`config.mk`:
```
export PLATFORM = sky130hd
export DESIGN_NAME = modex_stream_decryptor
export DESIGN_NICKNAME = d
export VERILOG_FILES = /design/src/rtl/modex_stream_decryptor.sv
export SDC_FILE = /design/constraint.sdc
export NUM_CORES = 1
export LEC_CHECK = 0
export CAP_MARGIN = 20
export CORE_ASPECT_RATIO = 1.4
export CORE_MARGIN = 8
export CORE_UTILIZATION = 45
export CTS_CLUSTER_SIZE = 40
export DETAILED_ROUTE_END_ITERATION = 7
export HOLD_SLACK_MARGIN = 0.1
export PLACE_DENSITY = 0.66
export SYNTH_ARGS = -nofsm -noshare
export SYNTH_HDL_FRONTEND = slang
export SYNTH_SLANG_ARGS = --single-unit
```
`constraint.sdc`:
```
create_clock -name clk -period 12.2 [get_ports clk]
set_clock_uncertainty 0.15 [all_clocks]
set_input_delay 1.83 -clock clk [delete_from_list [all_inputs] [get_ports clk]]
set_output_delay 1.83 -clock clk [all_outputs]
set_load 0.005 [all_outputs]
```
`src/rtl/modex_stream_decryptor.sv`:
```
`default_nettype none
// ============================================================================
// Module      : modex_stream_decryptor
// Description : Self-sequencing modular-exponentiation stream decryptor.
//               Walks pixel memory from base_addr_i and packs ARQ/PIX pixel
//               low-bytes per ciphertext word, with the first-read pixel most
//               significant. Each word C is decrypted as C^E mod N and the
//               result is streamed out over a valid/ready handshake.
//
// Ports       : clk, rst        clock, synchronous active-high reset
//               start_i         job request, sampled only while idle
//               base_addr_i     first pixel address
//               word_count_i    number of ciphertext words in the job
//               exponent_i      private exponent E (latched at start)
//               modulus_i       modulus N (latched at start)
//               mem_re_o        memory read enable
//               mem_addr_o      memory read address
//               mem_rdata_i     read data, valid the cycle after mem_re_o
//               out_valid_o     result available
//               out_ready_i     consumer accepts on out_valid_o && out_ready_i
//               out_data_o      plaintext C^E mod N
//               out_cipher_o    ciphertext, zero-extended to 2*ARQ bits
//               out_index_o     0-based word index
//               busy_o          high in every state except idle
//               done_o          one-cycle end-of-job pulse
//               err_o           job rejected because N < 2 (sticky to start)
//
// Revision    : 1.0 - initial release
// ============================================================================
module modex_stream_decryptor #(
    parameter int ARQ   = 16,
    parameter int PIX   = 8,
    parameter int MEM_W = 16,
    parameter int ADDR  = 18,
    parameter int CNT_W = 16
) (
    input  logic               clk,
    input  logic               rst,
    input  logic               start_i,
    input  logic [ADDR-1:0]    base_addr_i,
    input  logic [CNT_W-1:0]   word_count_i,
    input  logic [ARQ-1:0]     exponent_i,
    input  logic [ARQ-1:0]     modulus_i,
    output logic               mem_re_o,
    output logic [ADDR-1:0]    mem_addr_o,
    input  logic [MEM_W-1:0]   mem_rdata_i,
    output logic               out_valid_o,
    input  logic               out_ready_i,
    output logic [ARQ-1:0]     out_data_o,
    output logic [2*ARQ-1:0]   out_cipher_o,
    output logic [CNT_W-1:0]   out_index_o,
    output logic               busy_o,
    output logic               done_o,
    output logic               err_o
);

    localparam int c_npix  = ARQ / PIX;
    localparam int c_fc_w  = $clog2(c_npix + 1);
    localparam int c_bit_w = (ARQ > 1) ? $clog2(ARQ) : 1;

    localparam logic [c_fc_w-1:0]  c_fc_last      = c_fc_w'(c_npix);
    localparam logic [c_fc_w-1:0]  c_fc_lastissue = c_fc_w'(c_npix - 1);
    localparam logic [c_fc_w-1:0]  c_fc_one       = c_fc_w'(1);
    localparam logic [c_bit_w-1:0] c_bit_last     = c_bit_w'(ARQ - 1);
    localparam logic [c_bit_w-1:0] c_bit_one      = c_bit_w'(1);
    localparam logic [ARQ-1:0]     c_one          = ARQ'(1);
    localparam logic [ARQ-1:0]     c_two          = ARQ'(2);

    typedef enum logic [2:0] {
        S_IDLE   = 3'd0,
        S_FETCH  = 3'd1,
        S_REDUCE = 3'd2,
        S_EXP    = 3'd3,
        S_OUT    = 3'd4,
        S_FINISH = 3'd5
    } state_t;

    state_t state_q;
    state_t state_d;

    // Job parameters captured at start
    logic [ADDR-1:0]    addr_q;      // address of the current / last read
    logic [CNT_W-1:0]   cnt_q;
    logic [ARQ-1:0]     exp_q;
    logic [ARQ-1:0]     mod_q;
    logic               err_q;

    // Sequencing counters
    logic [c_fc_w-1:0]  fcnt_q;      // fetch cycle 0..NPIX
    logic [c_bit_w-1:0] bcnt_q;      // multiplier bit step
    logic [c_bit_w-1:0] ecnt_q;      // exponent bit, LSB first
    logic [CNT_W-1:0]   idx_q;       // index of the word being processed

    // Arithmetic state
    logic [ARQ-1:0]     c_q;         // assembled ciphertext word
    logic [ARQ-1:0]     r_q;         // running result R
    logic [ARQ-1:0]     base_q;      // running base (squared each exponent bit)
    logic [ARQ-1:0]     acc_r_q;     // partial product for R * base
    logic [ARQ-1:0]     acc_b_q;     // partial product for base * base / reduce

    // Held result registers
    logic [ARQ-1:0]     out_data_q;
    logic [ARQ-1:0]     out_cipher_q;
    logic [CNT_W-1:0]   out_index_q;

    logic               w_issue;
    logic               w_bad_mod;
    logic               w_bit_last;
    logic               w_exp_last;
    logic               w_more;
    logic               w_mul_bit;
    logic [ARQ-1:0]     w_mul_a;
    logic [ARQ-1:0]     w_acc_b_nx;
    logic [ARQ-1:0]     w_acc_r_nx;

    // One step of the MSB-first interleaved modular multiply:
    // r' = 2r + (bit ? a : 0), then up to two subtractions of n.
    // With r, a < n the sum is below 3n, so two subtractions always suffice.
    function automatic logic [ARQ-1:0] mm_step(
        input logic [ARQ-1:0] r,
        input logic [ARQ-1:0] a,
        input logic [ARQ-1:0] n,
        input logic           bit_i
    );
        logic [ARQ+1:0] t;
        t = {1'b0, r, 1'b0} + (bit_i ? {2'b00, a} : '0);
        if (t >= {2'b00, n}) begin
            t = t - {2'b00, n};
        end
        if (t >= {2'b00, n}) begin
            t = t - {2'b00, n};
        end
        return ARQ'(t);
    endfunction

    assign w_issue    = (state_q == S_FETCH) && (fcnt_q < c_fc_last);
    assign w_bad_mod  = (modulus_i < c_two);
    assign w_bit_last = (bcnt_q == c_bit_last);
    assign w_exp_last = (ecnt_q == c_bit_last);
    assign w_more     = ((idx_q + CNT_W'(1)) != cnt_q);

    // The reduction C mod N is run as modmul(1, C): stepping through the bits
    // of C with a multiplicand of 1 keeps every intermediate below 2N, so the
    // result is correct even when C >= N (which a plain C * 1 walk is not).
    assign w_mul_bit  = (state_q == S_REDUCE) ? c_q[c_bit_last - bcnt_q]
                                              : base_q[c_bit_last - bcnt_q];
    assign w_mul_a    = (state_q == S_REDUCE) ? c_one : base_q;
    assign w_acc_b_nx = mm_step(acc_b_q, w_mul_a, mod_q, w_mul_bit);
    assign w_acc_r_nx = mm_step(acc_r_q, r_q, mod_q, w_mul_bit);

    generate
        if (MEM_W > PIX) begin : g_unused_rdata
            logic w_unused_rdata;
            assign w_unused_rdata = ^mem_rdata_i[MEM_W-1:PIX];
        end
    endgenerate

    // ------------------------------------------------------------------
    // State register
    // ------------------------------------------------------------------
    always_ff @(posedge clk) begin
        if (rst) begin
            state_q <= S_IDLE;
        end else begin
            state_q <= state_d;
        end
    end

    // ------------------------------------------------------------------
    // Next state and control outputs
    // ------------------------------------------------------------------
    always_comb begin
        state_d     = state_q;
        mem_re_o    = 1'b0;
        out_valid_o = 1'b0;
        busy_o      = 1'b1;
        done_o      = 1'b0;
        case (state_q)
            S_IDLE: begin
                busy_o = 1'b0;
                if (start_i) begin
                    if (w_bad_mod || (word_count_i == '0)) begin
                        state_d = S_FINISH;
                    end else begin
                        state_d = S_FETCH;
                    end
                end
            end
            S_FETCH: begin
                mem_re_o = w_issue;
                if (fcnt_q == c_fc_last) begin
                    state_d = S_REDUCE;
                end
            end
            S_REDUCE: begin
                if (w_bit_last) begin
                    state_d = S_EXP;
                end
            end
            S_EXP: begin
                if (w_bit_last && w_exp_last) begin
                    state_d = S_OUT;
                end
            end
            S_OUT: begin
                out_valid_o = 1'b1;
                if (out_ready_i) begin
                    state_d = w_more ? S_FETCH : S_FINISH;
                end
            end
            S_FINISH: begin
                done_o  = 1'b1;
                state_d = S_IDLE;
            end
            default: begin
                state_d = S_IDLE;
            end
        endcase
    end

    // ------------------------------------------------------------------
    // Datapath
    // ------------------------------------------------------------------
    always_ff @(posedge clk) begin
        if (rst) begin
            addr_q       <= '0;
            cnt_q        <= '0;
            exp_q        <= '0;
            mod_q        <= '0;
            err_q        <= 1'b0;
            fcnt_q       <= '0;
            bcnt_q       <= '0;
            ecnt_q       <= '0;
            idx_q        <= '0;
            c_q          <= '0;
            r_q          <= '0;
            base_q       <= '0;
            acc_r_q      <= '0;
            acc_b_q      <= '0;
            out_data_q   <= '0;
            out_cipher_q <= '0;
            out_index_q  <= '0;
        end else begin
            case (state_q)
                S_IDLE: begin
                    if (start_i) begin
                        err_q  <= w_bad_mod;
                        cnt_q  <= word_count_i;
                        exp_q  <= exponent_i;
                        mod_q  <= modulus_i;
                        idx_q  <= '0;
                        fcnt_q <= '0;
                        // Only move the address when reads will follow, so
                        // mem_addr_o stays put on rejected or empty jobs.
                        if (state_d == S_FETCH) begin
                            addr_q <= base_addr_i;
                        end
                    end
                end
                S_FETCH: begin
                    fcnt_q <= fcnt_q + c_fc_one;
                    // Data for the read issued last cycle arrives now.
                    if (fcnt_q != '0) begin
                        c_q <= (c_q << PIX) | ARQ'(mem_rdata_i[PIX-1:0]);
                    end
                    if (w_issue && (fcnt_q != c_fc_lastissue)) begin
                        addr_q <= addr_q + ADDR'(1);
                    end
                    if (fcnt_q == c_fc_last) begin
                        fcnt_q  <= '0;
                        bcnt_q  <= '0;
                        acc_b_q <= '0;
                    end
                end
                S_REDUCE: begin
                    bcnt_q <= bcnt_q + c_bit_one;
                    if (w_bit_last) begin
                        bcnt_q  <= '0;
                        ecnt_q  <= '0;
                        base_q  <= w_acc_b_nx;
                        r_q     <= c_one;
                        acc_b_q <= '0;
                        acc_r_q <= '0;
                    end else begin
                        acc_b_q <= w_acc_b_nx;
                    end
                end
                S_EXP: begin
                    bcnt_q <= bcnt_q + c_bit_one;
                    if (w_bit_last) begin
                        // Both products complete: commit R (if the exponent
                        // bit is set) and the squared base, then move on.
                        bcnt_q  <= '0;
                        ecnt_q  <= ecnt_q + c_bit_one;
                        acc_b_q <= '0;
                        acc_r_q <= '0;
                        base_q  <= w_acc_b_nx;
                        if (exp_q[ecnt_q]) begin
                            r_q <= w_acc_r_nx;
                        end
                        if (w_exp_last) begin
                            out_data_q   <= exp_q[ecnt_q] ? w_acc_r_nx : r_q;
                            out_cipher_q <= c_q;
                            out_index_q  <= idx_q;
                        end
                    end else begin
                        acc_b_q <= w_acc_b_nx;
                        acc_r_q <= w_acc_r_nx;
                    end
                end
                S_OUT: begin
                    if (out_ready_i) begin
                        idx_q <= idx_q + CNT_W'(1);
                        if (w_more) begin
                            addr_q <= addr_q + ADDR'(1);
                            fcnt_q <= '0;
                        end
                    end
                end
                default: begin
                end
            endcase
        end
    end

    assign mem_addr_o   = addr_q;
    assign out_data_o   = out_data_q;
    assign out_cipher_o = {{ARQ{1'b0}}, out_cipher_q};
    assign out_index_o  = out_index_q;
    assign err_o        = err_q;

endmodule
`default_nettype wire

```
Word level (Yosys, flattened, before mapping) --
Cells that the tools add are included.
Storage, ports and cells: register bits after elaboration 224, word-level logic and storage cells 136
Operators by class: add/sub/neg operators 12, order comparisons 8, equal/unequal tests 19, multiplexer cells 56, bitwise operators 1, reduce and logical (&&, ||, !) cells 22
Operator list (count):
- $mux 16 | 14
- $pmux 16 s2 | 4
- $mux 18 | 7
- $ge 18x16->1 | 4
- $pmux 18 s3 | 1
- $add 17x16->18 | 2
- $sub 18x16->18 | 2
- $sub 16x16->16 | 2
- $mux 3 | 7
- $add 18x1->18 const B | 1
- $add 16x1->16 const B | 1
- $logic_not 16->1 | 1
- $lt 16x2->1 const B | 1
- $mux 4 | 4
- $ne 16x16->1 | 1
- $or 16x8->16 | 1
- $pmux 4 s2 | 2
- $pmux 3 s5 | 1
- $bmux 1 s4 | 3
- $ne 2x2->1 const B | 6
- $lt 4x5->1 const B | 2
- $reduce_and 2->1 | 5
- $reduce_and 3->1 | 3
- $add 4x1->4 const B | 2
- other kinds (20) | 41

Logic depth before layout (Yosys ltp) --
Gate-level depths: netlist (run 1).
depth in word-level cells 13, depth in mapped cells 39, depth with buffers taken out 35

Worst setup path after synthesis (run 1) --
OpenSTA, ideal clock, no wires.
path type register to register, start point reg bcnt_q[1], end point reg out_data_q[15], in the netlist out_data_o[15], setup time 0.138 ns, arrival 7.673 ns, data required time 11.912 ns, slack 4.239 ns, cell stages (with the launch flop) 40, buffers on the path 4, path through dfxtp_1 > buf_2 > mux4_2 > mux4_2 > nor2b_2 > a21oi_4 > clkbuf_1 > nor2b_1 > ha_1 > inv_1 > fa_1 > nor2b_1 > o211ai_2 > a21oi_1 > o21ai_0 > a21oi_1 > mux2i_1 > or2_2 > [4 not listed] > o21bai_1 > o2bb2ai_2 > nor3b_1 > buf_6 > mux2_4 > ha_1 > fa_1 > inv_1 > a21o_1 > o2bb2ai_1 > o211a_1 > o31ai_1 > a21boi_0 > nand2_1 > o21ai_4 > buf_12 > mux2i_1 > o221ai_1
Between the ends: longest elaborated chain between the ends 11
RTL lines:
- from (decl) | line 90 | logic [c_bit_w-1:0] bcnt_q;
- from (signal assigned) | line 276 | bcnt_q <= bcnt_q + c_bit_one;
- from (signal assigned) | line 289 | bcnt_q <= bcnt_q + c_bit_one;
- $sub 4x4->4 | line 145, 146
- $bmux 1 s4 (on tied branches) | line 146, 145
- $mux 1 (on tied branches) | line 146, 145
- $mux 1 | line 145 | assign w_mul_bit = (state_q == S_REDUCE) ? c_q[c_bit_last - bcnt_q]
- $mux 16 | line 126 | t = {1'b0, r, 1'b0} + (bit_i ? {2'b00, a} : '0);
- $add 17x16->18 | line 126
- $sub 18x16->18 / $ge 18x16->1 (equally long branches) | line 128, 127
- $mux 18 | line 127 | if (t >= {2'b00, n}) begin
- $sub 16x16->16 / $ge 18x16->1 (equally long branches) | line 131, 130
- $mux 16 | line 130 | if (t >= {2'b00, n}) begin
- $mux 16
- to (signal assigned) | line 302 | out_data_q <= exp_q[ecnt_q] ? w_acc_r_nx : r_q;
- to (decl) | line 102 | logic [ARQ-1:0] out_data_q;
Parallel ways exist; a longest one is shown, timed or not. The select of a mux whose other input is x is not followed. A chain may end at the register's enable or synchronous reset.

Worst setup path in the final report (run 1) --
start point reg bcnt_q[0], end point reg base_q[9]
Between the ends: longest elaborated chain between the ends 10
RTL lines:
- $sub 4x4->4 | line 145, 146
- $bmux 1 s4 (on tied branches) | line 146, 145
- $mux 1 (on tied branches) | line 146, 145
- $mux 1 | line 145
- $mux 16 | line 126
- $add 17x16->18 | line 126
- $sub 18x16->18 / $ge 18x16->1 (equally long branches) | line 128, 127
- $mux 18 | line 127
- $sub 16x16->16 / $ge 18x16->1 (equally long branches) | line 131, 130
- $mux 16 | line 130
- to (signal assigned) | line 280 | base_q <= w_acc_b_nx;
- to (signal assigned) | line 297 | base_q <= w_acc_b_nx;
- to (decl) | line 97 | logic [ARQ-1:0] base_q;
Parallel ways exist; a longest one is shown, timed or not. The select of a mux whose other input is x is not followed.

==> results of run 1 <==
-- routing by layer --
layer	wire length, um	vias up	GRT usage [%]
li1	-	7068	-
met1	17900	6668	23.9
met2	21700	329	37.7
met3	2300	75	3.89
met4	1860	0	9.72
met5	0	-	0
-- power by group --
group	switching, mW	total (mW)	internal [mW]
logic	0.546	0.907	0.361
registers	0.0179	0.768	0.750
clock network	0.287	0.739	0.452
-- metrics by stage --
step	area (um2)	setup WS (ps)	power, mW	utilization (%)	cells
2_1_floorplan	15200	4240	1.46	-	1969
3_3_place_gp	16800	2660	1.67	50.6	2458
3_5_place_dp	16800	2560	1.68	50.6	2459
4_1_cts	17600	2510	2.42	53.0	2495
5_1_grt	17600	1890	2.54	53.0	2496
6_report	17600	2530	2.41	53.0	2496
-- cell usage after synthesis, types with 16 or more instances --
| library cell | count | area, um2 |
|---|---|---|
| nor3_1 | 23 | 115 |
| o21ai_0 | 109 | 546 |
| nand4_1 | 33 | 206 |
| nor2b_1 | 30 | 188 |
| xor2_1 | 23 | 201 |
| nand3_1 | 38 | 190 |
| dfxtp_1 | 224 | 4480 |
| and3_1 | 22 | 138 |
| clkbuf_1 | 77 | 289 |
| o21a_1 | 21 | 158 |
| and2_1 | 20 | 125 |
| a21o_1 | 27 | 203 |
| nand2_1 | 346 | 1300 |
| ha_1 | 98 | 1230 |
| o21ai_1 | 48 | 240 |
| nor2_1 | 139 | 522 |
| inv_1 | 54 | 203 |
| buf_4 | 21 | 158 |
| xnor2_1 | 70 | 613 |
| a21oi_1 | 227 | 1140 |
| mux2i_1 | 32 | 320 |
| nor4_1 | 16 | 100 |
-- cell families (layout without fill, tap and decap cells) --
family,after synthesis,after routing,share of synthesized area [%]
simple gates,733,733,22.4
compound gates,572,572,23.4
flops,224,224,29.5
buf+inv,169,251,5.04
fa+ha+maj,104,104,8.87
xor+xnor,94,94,5.47
mux,57,57,5.19
other cells,1,16,0.0247
-- flip-flops by register name (all words and copies together) (netlist names), 3 cells and up --
signal,count
out_cipher_q,16
c_q,16
acc_b_q,16
base_q,16
mem_addr_o,18
state_q,3
out_data_o,16
cnt_q,16
out_index_o,16
exp_q,16
r_q,16
idx_q,16
acc_r_q,16
mod_q,16
bcnt_q,4
ecnt_q,4
-- worst max-delay path, delay by kind of cell, from the launching register on --
kind            cells  cell delay (ps)
flops               1              790
fa+ha+maj           5             1400
mux                 4             1940
simple gates        7             1920
xor+xnor            1              230
buf+inv             1               70
compound gates     13             2970
-- worst max path at each step --
stage                                 to  startpoint
after floorplan           out_data_o[15]   bcnt_q[1]
after detailed placement  out_data_o[10]   bcnt_q[1]
after CTS                     acc_b_q[8]   bcnt_q[1]
after global routing          acc_b_q[8]   bcnt_q[0]
after global placement         base_q[9]   bcnt_q[0]
final                          base_q[9]   bcnt_q[0]
-- cell type report --
class / instances / area share, %
multi-input cells: 1576 / 56.9
flip-flops and latches: 224 / 25.5
inverters: 54 / 1.15
well taps: 445 / 3.16
clock inverters: 8 / 0.960
repair buffers: 161 / 8.96
clock buffers: 28 / 3.42
==> results.toml, run 1 <==
[synth]
ys.flop_type = "dfxtp_1"
yosys.cell_types.count = 97
syn_inst = 1954
synth.yosys.seq_area_share_pct = 29.5
synth-edff-count = 0
postSynthAreaPerCell_um2 = 7.77
netlist_area_um2 = 15200
async_reset_ff_share_pct = 0
ys_ff_latch = 224
yosysWarnings = 0

[timing]
maxSlewViolCount = 0
fin_setup_tns_ps = 0
period_needed_ps = 9670
finalSetupViolCount = 0
slew_headroom_pct = 31.1
rsz0062_at_grt = "false"
post-route-period-util_pct = 79.3
final-hold-violation-count = 0
fmax_mhz = 103
fin_hold_ws_ps = 302
tightest_slew_ps = 1030

[critical_path]
cp-end-kind = "register"
crit_type = "register to register"
cp.arrival_ps = 9880
startpoint_type = "register"
r2r_cells = 31
required_ps = 12400
r2r_setup_slack_ps = 2530
r2r-start = "bcnt_q[0]"
crit_fanout = 29
rr_endpoint = "base_q[9]"
max_stage_delay_ps = 810
cpMaxStageDelayCell = "and3_1"

[die]
fp.dieW_um = 171
dieArea_um2 = 40000
std_cell_rows = 79
core_um2 = 33200
io_pins = 173
die-height_um = 233
initial_core_util_pct = 45.7

[detailed_routing]
viasPerCell = 5.67
routed-via-count = 14140
antenna_left = 0
drt-wirelength-per-cell_um = 17.5
routed_wl_um = 43700
drt-pass1-iter-count = 5
drc = 0
drt_iter0_drc = 680

[placed_design]
gp_congestion = 0.929
dpl.hpwl_um = 33700
io_buffers = 148

[final_layout]
area_growth_pct = 15.9
drive_gt1_share_pct = 6.05
final_common_cell = "nand2_1"
seq_area_um2 = 4480
fin_nets = 2228
fillers = 3281
multi_input_area_um2 = 10000
diodes = 0
final_cell_mix = "nand2_1, a21oi_1, dfxtp_1"

[global_route]
grt_max_degree = 88
grt_usage_pct = 21.1
grt_antenna_before_repair = 0
grt_pass1_vias = 13560
gr-total-overflow = 0
grt_pass1_wl_um = 69000

[clocking]
htreeDepth = 1
cts_num_sinks = 224
clkLatencyLatePin_ps = 510
ctsResizeCount = 0
cts_tree = "yes"
clockBufferDepth = 3
cts_hold_buffers = 0
root_buffer = "clkbuf_16"
cts_inserted_buffers = 21
clk_pin_slew_ps = 70
cts_setup_buffers = 0

[hold_path]
holdPathEnd = "out_cipher_q[4]"
hold_depth = 2
hold_path_class = "register to register"
hp-start = "out_cipher_q[4]"

[power_and_ir_drop]
max-vdd-ir-drop_mv = 0.103
powerDensity_nw_per_um2 = 137
p_leak_nw = 6.82

[status]
status = "finished, final reports clean"

[run]
drv_cap = 0
Power figures use the tool's default switching activity.
==> run 2, diff against run 1 <==
--- a/config.mk
+++ b/config.mk
@@ -12,7 +12,7 @@
 export CTS_CLUSTER_SIZE = 40
 export DETAILED_ROUTE_END_ITERATION = 7
 export HOLD_SLACK_MARGIN = 0.1
-export PLACE_DENSITY = 0.66
+export PLACE_DENSITY = 0.69
 export SYNTH_ARGS = -nofsm -noshare
 export SYNTH_HDL_FRONTEND = slang
 export SYNTH_SLANG_ARGS = --single-unit
==> constraint.sdc (replaced) <==
create_clock -name clk -period 8.53 [get_ports clk]
set_clock_uncertainty 0.15 [all_clocks]
set_input_delay 1.2795 -clock clk [delete_from_list [all_inputs] [get_ports clk]]
set_output_delay 1.2795 -clock clk [all_outputs]
set_load 0.005 [all_outputs]
==> run 2 against run 1 <==
Net effect:
- clock-buffer cell count down 1
- clock power up 32%
- maximum frequency up 19%
- largest cell class unchanged
- design area up 4.4%
- sequential share of layout area down 1.1 points
- combinational power up 76%
==> results.toml, run 2 (synthesis results as in run 1) <==
[status]
status = "finished, final reports clean"

[power_and_ir_drop]
p_leak_nw = 7.26
fin_total_pwr_mw = 3.67
max-vdd-ir-drop_mv = 0.151
powerDensity_nw_per_um2 = 199

[hold_path]
hold_path_class = "register to register"

[critical_path]
r2r-start = "bcnt_q[0]"
crit_fanout = 12
required_ps = 8800
cpMaxStageDelayCell = "mux4_2"
startpoint_type = "register"
path_depth = 35
cp.arrival_ps = 8420
cp-end-kind = "register"
r2r_cells = 35
crit_buf_inv = 4
crit_type = "register to register"
max_stage_delay_ps = 540
rr_endpoint = "out_data_o[0]"
critPathLaunch = "bcnt_q[0]"
path_common_cell = "ha_1"
cp-endpoint = "out_data_o[0]"
cp_top_family = "compound AO/OA/AOI/OAI gates"
r2r_setup_slack_ps = 370

[clocking]
clk_pin_slew_ps = 70
cts_hold_buffers = 0
root_buffer = "clkbuf_16"
cts_num_sinks = 224
cts_inserted_buffers = 21
clockBufferDepth = 3
cts_tree = "yes"
clkLatencyLatePin_ps = 510
htreeDepth = 1

[global_route]
grt_pass1_vias = 14181
grt_pass1_wl_um = 72100
gr-total-overflow = 0
grt_usage_pct = 22.0
grt_antenna_before_repair = 0
grt_max_degree = 90

[placed_design]
gp_congestion = 0.927
placed_cells = 2554
placed_cell_area_um2 = 17500
dpl.hpwl_um = 35200
io_buffers = 148

[timing]
fin_setup_tns_ps = 0
maxSlewViolCount = 0
finalSetupViolCount = 0
fmax_mhz = 123
final-hold-violation-count = 0
post-route-period-util_pct = 95.6
tightest_slew_ps = 1030
period_needed_ps = 8160
slew_headroom_pct = 31.1
rsz0062_at_grt = "false"

[die]
std_cell_rows = 79
io_pins = 173
initial_core_util_pct = 45.7
die-height_um = 233
fp.dieW_um = 171
core_um2 = 33200
dieArea_um2 = 40000

[final_layout]
fin_nets = 2327
area_growth_pct = 21.1
fillers = 3176
diodes = 0
stdcell_area_um2 = 18400
finalNonFillerCells = 2595
final_common_cell = "nand2_1"
final_cell_mix = "nand2_1, a21oi_1, dfxtp_1"
largest_register_ffs = 18
drive_gt1_share_pct = 10.9

[detailed_routing]
viasPerCell = 5.63
routed-via-count = 14600
drt-wirelength-per-cell_um = 17.3
drt_iter0_drc = 853
routed_wl_um = 45000
antenna_left = 0
drc = 0
drt-pass1-iter-count = 5

[run]
drv_cap = 0
run 2: report_power, final:
group          leakage, nW  switching, mW  total (mW)  internal [mW]
sequential            1.82         0.0238        1.10           1.07
combinational         5.10          0.860        1.60          0.738
clock                0.345          0.410       0.973          0.563
total                 7.26           1.29        3.67           2.37
run 2: worst min-delay path by stage:
| stage | startpoint | endpoint | slack [ps] | depth (start not counted) |
|---|---|---|---|---|
| 2_1_floorplan | acc_b_q[3] | acc_b_q[3] | 280 | 2 |
| 3_3_place_gp | exp_q[5] | exp_q[5] | 290 | 2 |
| 3_5_place_dp | exp_q[15] | exp_q[15] | 300 | 2 |
| 4_1_cts | exp_q[15] | exp_q[15] | 310 | 2 |
| 5_1_grt | acc_b_q[13] | acc_b_q[13] | 320 | 2 |
| 6_report | exp_q[10] | exp_q[10] | 300 | 2 |
run 2: stage by stage:
step                worst slack [ps]  hold WS, ps  util, %
floorplan                        569          282        -
global placement                 132          291     52.8
detailed placement              59.7          296     52.8
CTS                             27.8          305     54.9
global route                    1.71          322     55.3
finish                           374          302     55.3
run 2: cell type report:
type | count | area (um2) | share of cell area, %
clock inverter | 9 | 128 | 0.694
sequential | 224 | 4490 | 24.4
timing repair buffer | 260 | 2350 | 12.8
inverter | 54 | 203 | 1.10
multi-input combinational | 1576 | 10100 | 54.9
clock buffer | 27 | 568 | 3.09
tap | 445 | 557 | 3.03
run 2: worst register-to-register path, delay by kind of cell (launching register included):
family	cells	cell delay [ps]
AO/OA/AOI/OAI	16	2810
adder cells (fa/ha/maj)	4	1270
buffers and inverters	4	650
flip-flops	1	400
multiplexers	5	1830
AND/OR/NAND/NOR	6	960
run 2: metal layers:
| metal | part of all wire (%) | GRT usage, % |
|---|---|---|
| met5 | 0 | 0 |
| met4 | 5.7 | 12.1 |
| met1 | 41 | 25.1 |
| met3 | 4.5 | 2.99 |
| met2 | 49 | 39.1 |
run 2: timing repair:
action / in CTS / in global routing
gates resized for setup: 0 / 22
setup endpoints to repair: 0 / 80
setup buffers: 0 / 4
